## src/rtl/sipo_rx.sv

```systemverilog
// Serial-in/parallel-out receiver: MSB-first framing on serial_first, one-word output buffer with ready/valid.
// Define SIPO_PARITY_EN to expect one even-parity bit after each word's data bits.
module sipo_rx #(
    parameter int WIDTH = 3
) (
    input  logic             clk,
    input  logic             reset,
    input  logic             serial_in,
    input  logic             serial_valid,
    input  logic             serial_first,
    output logic [WIDTH-1:0] parallel_out,
    output logic             out_valid,
    input  logic             out_ready,
    output logic             overflow,
    output logic             sync_err,
    output logic             parity_err
);

`ifdef SIPO_PARITY_EN
    localparam int SR_W = WIDTH;
`else
    localparam int SR_W = WIDTH - 1;
`endif
    localparam int CNT_W = $clog2(WIDTH + 1);
    localparam logic [CNT_W-1:0] LAST = CNT_W'(WIDTH - 1);

    typedef enum logic [1:0] {
        HUNT   = 2'd0,
`ifdef SIPO_PARITY_EN
        PARITY = 2'd2,
`endif
        SHIFT  = 2'd1
    } state_t;

    state_t           state;
    logic [CNT_W-1:0] count;
    logic [SR_W-1:0]  shift_q;
    logic             complete;
    logic [WIDTH-1:0] word_d;
`ifdef SIPO_PARITY_EN
    logic             perr_d;
`endif

    always_comb begin
`ifdef SIPO_PARITY_EN
        word_d   = shift_q;
        perr_d   = ^{shift_q, serial_in};
        complete = serial_valid && !serial_first && (state == PARITY);
`else
        // The completing bit is merged directly so the word lands with zero added latency.
        word_d   = {shift_q, serial_in};
        complete = serial_valid && !serial_first && (state == SHIFT) && (count == LAST);
`endif
    end

`ifndef SIPO_PARITY_EN
    assign parity_err = 1'b0;
`endif

    always_ff @(posedge clk) begin
        if (reset) begin
            state        <= HUNT;
            count        <= '0;
            shift_q      <= '0;
            parallel_out <= '0;
            out_valid    <= 1'b0;
            overflow     <= 1'b0;
            sync_err     <= 1'b0;
`ifdef SIPO_PARITY_EN
            parity_err   <= 1'b0;
`endif
        end else begin
            overflow <= 1'b0;
            sync_err <= 1'b0;
            if (out_valid && out_ready)
                out_valid <= 1'b0;
            // A completed word may only replace the buffer if it is empty or leaving this edge.
            if (complete) begin
                if (out_valid && !out_ready) begin
                    overflow <= 1'b1;
                end else begin
                    parallel_out <= word_d;
                    out_valid    <= 1'b1;
`ifdef SIPO_PARITY_EN
                    parity_err   <= perr_d;
`endif
                end
            end
            if (serial_valid) begin
                if (serial_first) begin
                    sync_err <= (state != HUNT);
                    shift_q  <= SR_W'(serial_in);
                    count    <= CNT_W'(1);
                    state    <= SHIFT;
                end else begin
                    case (state)
                        SHIFT: begin
                            shift_q <= SR_W'({shift_q, serial_in});
                            if (count == LAST) begin
`ifdef SIPO_PARITY_EN
                                count <= count + 1'b1;
                                state <= PARITY;
`else
                                count <= '0;
                                state <= HUNT;
`endif
                            end else begin
                                count <= count + 1'b1;
                            end
                        end
`ifdef SIPO_PARITY_EN
                        PARITY: begin
                            count <= '0;
                            state <= HUNT;
                        end
`endif
                        default: ;
                    endcase
                end
            end
        end
    end

endmodule

```

## config.mk

```make
export PLATFORM = sky130hd
export DESIGN_NAME = sipo_rx
export DESIGN_NICKNAME = d
export VERILOG_FILES = /design/src/rtl/sipo_rx.sv
export SDC_FILE = /design/constraint.sdc
export NUM_CORES = 1
export LEC_CHECK = 0
export ABC_AREA = 0
export BUFFER_PORTS_ARGS = -buffer_cell sky130_fd_sc_hd__buf_2
export CAP_MARGIN = 5
export CORE_AREA = 2 2 39 41
export DETAILED_ROUTE_END_ITERATION = 7
export DIE_AREA = 0 0 41 43
export PLACE_DENSITY_LB_ADDON = 0.15
export SYNTH_ARGS = -nofsm -noshare
export SYNTH_HDL_FRONTEND = slang
export SYNTH_SLANG_ARGS = --single-unit
export TNS_END_PERCENT = 1
```

## constraint.sdc

```tcl
create_clock -name clk -period 1.2 [get_ports clk]
set_input_delay 0.24 -clock clk [delete_from_list [all_inputs] [get_ports clk]]
set_output_delay 0.24 -clock clk [all_outputs]
set_load 0.02 [all_outputs]
```

# Word-level counts from Yosys, hierarchy flattened
# Index checks and enable logic that the tools add are counted.
[totals]
register_bits = 12
input_bits = 6
out_inout_bits = 7
wordCells = 41
[classes]
add_sub_neg = 1
n_eq_ne = 2
muxes = 12
bitwise_logic = 4
n_reduce_logical = 15
[ops]
columns = ["operator", "count"]
rows = [
  ["$mux W2", 8],
  ["$reduce_bool A2 Y1", 3],
  ["$logic_and A1 B1 Y1", 5],
  ["$mux W1", 4],
  ["$not A1 Y1", 4],
  ["$reduce_and A2 Y1", 2],
  ["$reduce_and A3 Y1", 1],
  ["$reduce_or A3 Y1", 1],
  ["$add A2 B1 Y2 const B", 1],
  ["$eq A2 B1 Y1 const B", 1],
  ["$eq A2 B2 Y1 const B", 1],
  ["$logic_not A1 Y1", 2],
  ["$reduce_or A2 Y1", 1],
]

# Depth between registers and ports, before layout
[depth]
depth_word = 6
depth_mapped = 4
ltp_nobuf = 3

# Least setup slack after synthesis
# Ideal clock, no wire load.
[synth_path]
kind = "register to register"
from = "register state[0]"
to = "register parallel_out[0]"
setup_time_ps = 72
arrival_time_ps = 1017
t_required_ps = 1128
slack_ps = 112
stages_incl_launch_ff = 5
path_buffers = 1
period_less_slack_ps = 1088
cell_sequence = "dfxtp_1 and3b_1 and4b_1 buf_2 mux2i_1"
[synth_between]
elab_chain_cells = 4
[synth_lines]
columns = ["element", "line_no", "source"]
rows = [
  ["start, declared", "35", "state_t state;"],
  ["start signal, assigned", "62", "state <= HUNT;"],
  ["start signal, assigned", "94", "state <= SHIFT;"],
  ["start signal, assigned", "105", "state <= HUNT;"],
  ["$eq A2 B1 Y1", "52", "complete = serial_valid && !serial_first && (state == SHIFT) && (count == LAST);"],
  ["$logic_and A1 B1 Y1 (2 in a row)", "52", ""],
  ["$reduce_and A2 Y1 (no source line)", "n/a", ""],
  ["end signal, assigned", "82", "parallel_out <= word_d;"],
  ["end, declared", "11", "output logic [WIDTH-1:0] parallel_out,"],
]
# No other way between the ends.
# A chain may end at the register's enable or synchronous reset.

# Final worst setup path
[layout_path]
from = "register state[0]"
to = "register parallel_out[1]"
# The elaborated chain is that of the path after synthesis.

==> results by group <==
Min path
  – Hold Path Stages: 3
  – Hold Path End: shift_q[0]$_SDFFE_PP0P_
  – Hold Path Class: primary input to flop
  – Hold Startpoint: serial_in

STA
  – Fmax: between 0.9 and 1 GHz
  – Final TNS setup: 0 ns
  – Slew Viols, Final: 0
  – Final-report setup violation count: 0
  – RSZ-0062 raised after global routing: false
  – Tmin final: 1.08 ns
  – Final hold vios: 0
  – Setup Skew: 0.00742 ns
  – Period Utilization, post-route: 89.6%

Routing
  – Via density: 4.64
  – Drt total wl: 755 um
  – DRC errors left: 0
  – Antenna-violating nets left: 0
  – Starting DRT DRC Count: 6
  – Vias: 362
  – Pre-antenna DRT Iters: 2
  – Wire per inst: 9.68 um

Power and ir drop
  – PwrDens: between 1000 and 1500 nW/um2
  – Maximum vdd drop: 0.480 mV
  – Net switching power: about 150 uW
  – Total internal power: 529 uW
  – Power share of the clock group: roughly 36%
  – Switching portion of total power: 22.4%
  – Combinational share of power: a little under 8%
  – Leakage power: 0.000240 uW
  – Register share of total power: 55.9%

Logic synthesis
  – Yosys cell types: 18
  – #FFs+latches synth: 11
  – YS warnings: 0
  – Avg Inst Size Synth: between 9 and 10 um2
  – Mapped Area: roughly 460 um2
  – Synth area leader: dfxtp_1
  – Post-Synthesis Cells: 47
  – Share of the synthesized area in the top cell type: between 40 and 50%
  – Synthesized net count: 53
  – Sequential area share after synthesis: ~48%
  – Largest cells by area after synthesis: dfxtp_1, mux2i_1, nand2b_1

Die
  – Starting Density: 32.9%
  – Die Width: slightly above 40 um
  – Die area: between 1500 and 2000 um2
  – I/O pins: 13
  – FP Rows: 14
  – Die height: 43 um
  – Core Area: 1380 um2

Clocking
  – H-Tree Depth: 1
  – CTS tree: built
  – CTS max path bufs: 2
  – CTS Sinks: 11
  – Later-pin clock latency in the skew report: 0.26 ns
  – CTS Hold Bufs: 0
  – Post-CTS sizing: 0
  – Post-CTS setup buffer count: 0
  – Worst-path clk slew: 0.07 ns
  – Root Buffer: clkbuf_4
  – Num CTS Buffers: 3

Critical path
  – Critical path buffer and inverter count: 0
  – Worst EP required: 1.39 ns
  – Reg2reg start: state[0]$_SDFFE_PP0P_
  – FF-to-FF End: parallel_out[1]$_SDFFE_PP0P_
  – Slowest stage cell on the critical path: dfxtp_2
  – Reg2reg path depth: 3
  – CP top delay family: simple AND/OR/NAND/NOR gates
  – Critical path peak fanout: 5
  – CP peak stage delay: 0.36 ns
  – Kind of critical path: flop to flop
  – CP Launch Type: flop
  – Register-to-register path setup slack: 0.12 ns
  – Critical-path cell list: and3b_1 > and4b_2 > mux2i_1
  – Crit end category: flop
  – WP data arrival: 1.27 ns

Final layout
  – Fill cell total of the finished layout: 150
  – Ratio of cells with drive above 1 in the final layout: 32.3%
  – Final #Nets: 69
  – Area Overhead vs Synth: 24.2%
  – Multi-input logic area: 220 um2
  – Seq. cell area: 221 um2
  – Fin util: 40.9%
  – Antenna Cells: 0

Placed design
  – DPL Wire Length: 589 um
  – IO Port Bufs: 11
  – GP Congestion: 0.673

Global route
  – Number of global-route vias before repair: 330
  – GR Overflow Total: 0
  – First-pass GRT wire length: 1290 um
  – Antenna violations before repair: 0
  – Total GRT Usage: between 10% and 20%
  – Largest net degree at the start of global routing: 15

Status
  – Status: finished, final reports clean

Run
  – # Max-Cap Violations: 0
-- per-layer routing --
metal | share of wire [%] | GRT usage [%]
met5 | 0 | 0
met2 | 47 | 14.4
met4 | 0 | 8.00
met1 | 48 | 14.4
met3 | 5.2 | 3.14
-- through the flow --
step	worst slack [ns]	hold slack (ns)	cell area [um2]	cells	total power [uW]
floorplan	0.112	0.384	455	47	421
global placement	0.0521	0.467	537	74	442
detailed placement	0.0373	0.468	537	74	441
CTS	0.0527	0.231	563	78	692
global route	0.0338	0.253	566	78	720
finish	0.125	0.239	566	78	681
-- power groups by stage --
| stage | clock network (uW) | logic [uW] | registers, uW |
|---|---|---|---|
| final | 248 | 52.5 | 381 |
| after global placement | 0 | 53.0 | 389 |
| after global routing | 279 | 59.2 | 382 |
| after detailed placement | 0 | 52.7 | 389 |
| after CTS | 260 | 52.8 | 380 |
| after floorplan | 0 | 33.2 | 388 |
-- cell type report --
cell class | count | share of cell area, %
multi-input combinational | 33 | 38.9
clock buffer | 4 | 4.65
timing repair buffer | 14 | 13.7
sequential | 11 | 39.2
tap | 16 | 3.54
-- worst min-delay path, cell delays in order --
cell,delay (ns)
buf_2,0.09
mux2i_1,0.06
nor2_1,0.07
-- synthesized netlist by cell type --
master    instances
mux2i_1           4
buf_2             1
nor3_1            1
nand2b_4          1
nand2_1           3
buf_4             1
clkbuf_1          1
nand3b_1          3
nor3b_1           2
conb_1            1
and4b_1           1
o21ai_0           2
a21oi_1           3
and3b_1           1
dfxtp_1          11
a22oi_1           2
nand2b_1          6
nor2_1            3
-- sequential cells by signal, indices dropped and copies added, names as in the netlist --
signal        cells
overflow          1
out_valid         1
sync_err          1
shift_q           2
state             1
parallel_out      3
count             2
-- cells by family (layout without fill, tap and decap cells) --
kind of cell    count (synthesis)  in the layout  synth area share [%]
simple gates                   21             21                  29.7
flops                          11             11                  48.4
compound gates                  7              7                  8.79
mux                             4              4                  8.79
buf+inv                         3             18                  3.57
other cells                     1              1                 0.823
-- worst max path at each step --
stage | from | end | slack [ns] | depth (start not counted)
2_1_floorplan | state[0]$_SDFFE_PP0P_ | parallel_out[0]$_SDFFE_PP0P_ | 0.11 | 4
3_3_place_gp | serial_first | parallel_out[1]$_SDFFE_PP0P_ | 0.05 | 4
3_5_place_dp | serial_first | parallel_out[1]$_SDFFE_PP0P_ | 0.04 | 4
4_1_cts | state[0]$_SDFFE_PP0P_ | parallel_out[1]$_SDFFE_PP0P_ | 0.05 | 3
5_1_grt | state[0]$_SDFFE_PP0P_ | parallel_out[2]$_SDFFE_PP0P_ | 0.03 | 3
6_report | state[0]$_SDFFE_PP0P_ | parallel_out[1]$_SDFFE_PP0P_ | 0.12 | 3
-- cell usage in the layout, fill, tap and decap left out, drive strengths merged, types with 2 or more instances in the layout --
cell type,netlist,final
nand2,3,3
buf,2,14
nor2,3,3
o21ai,2,2
clkbuf,1,4
a21oi,3,3
mux2i,4,4
nand2b,7,7
nand3b,3,3
nor3b,2,2
dfxtp,11,11
a22oi,2,2
(Power assumes the default switching activity.)
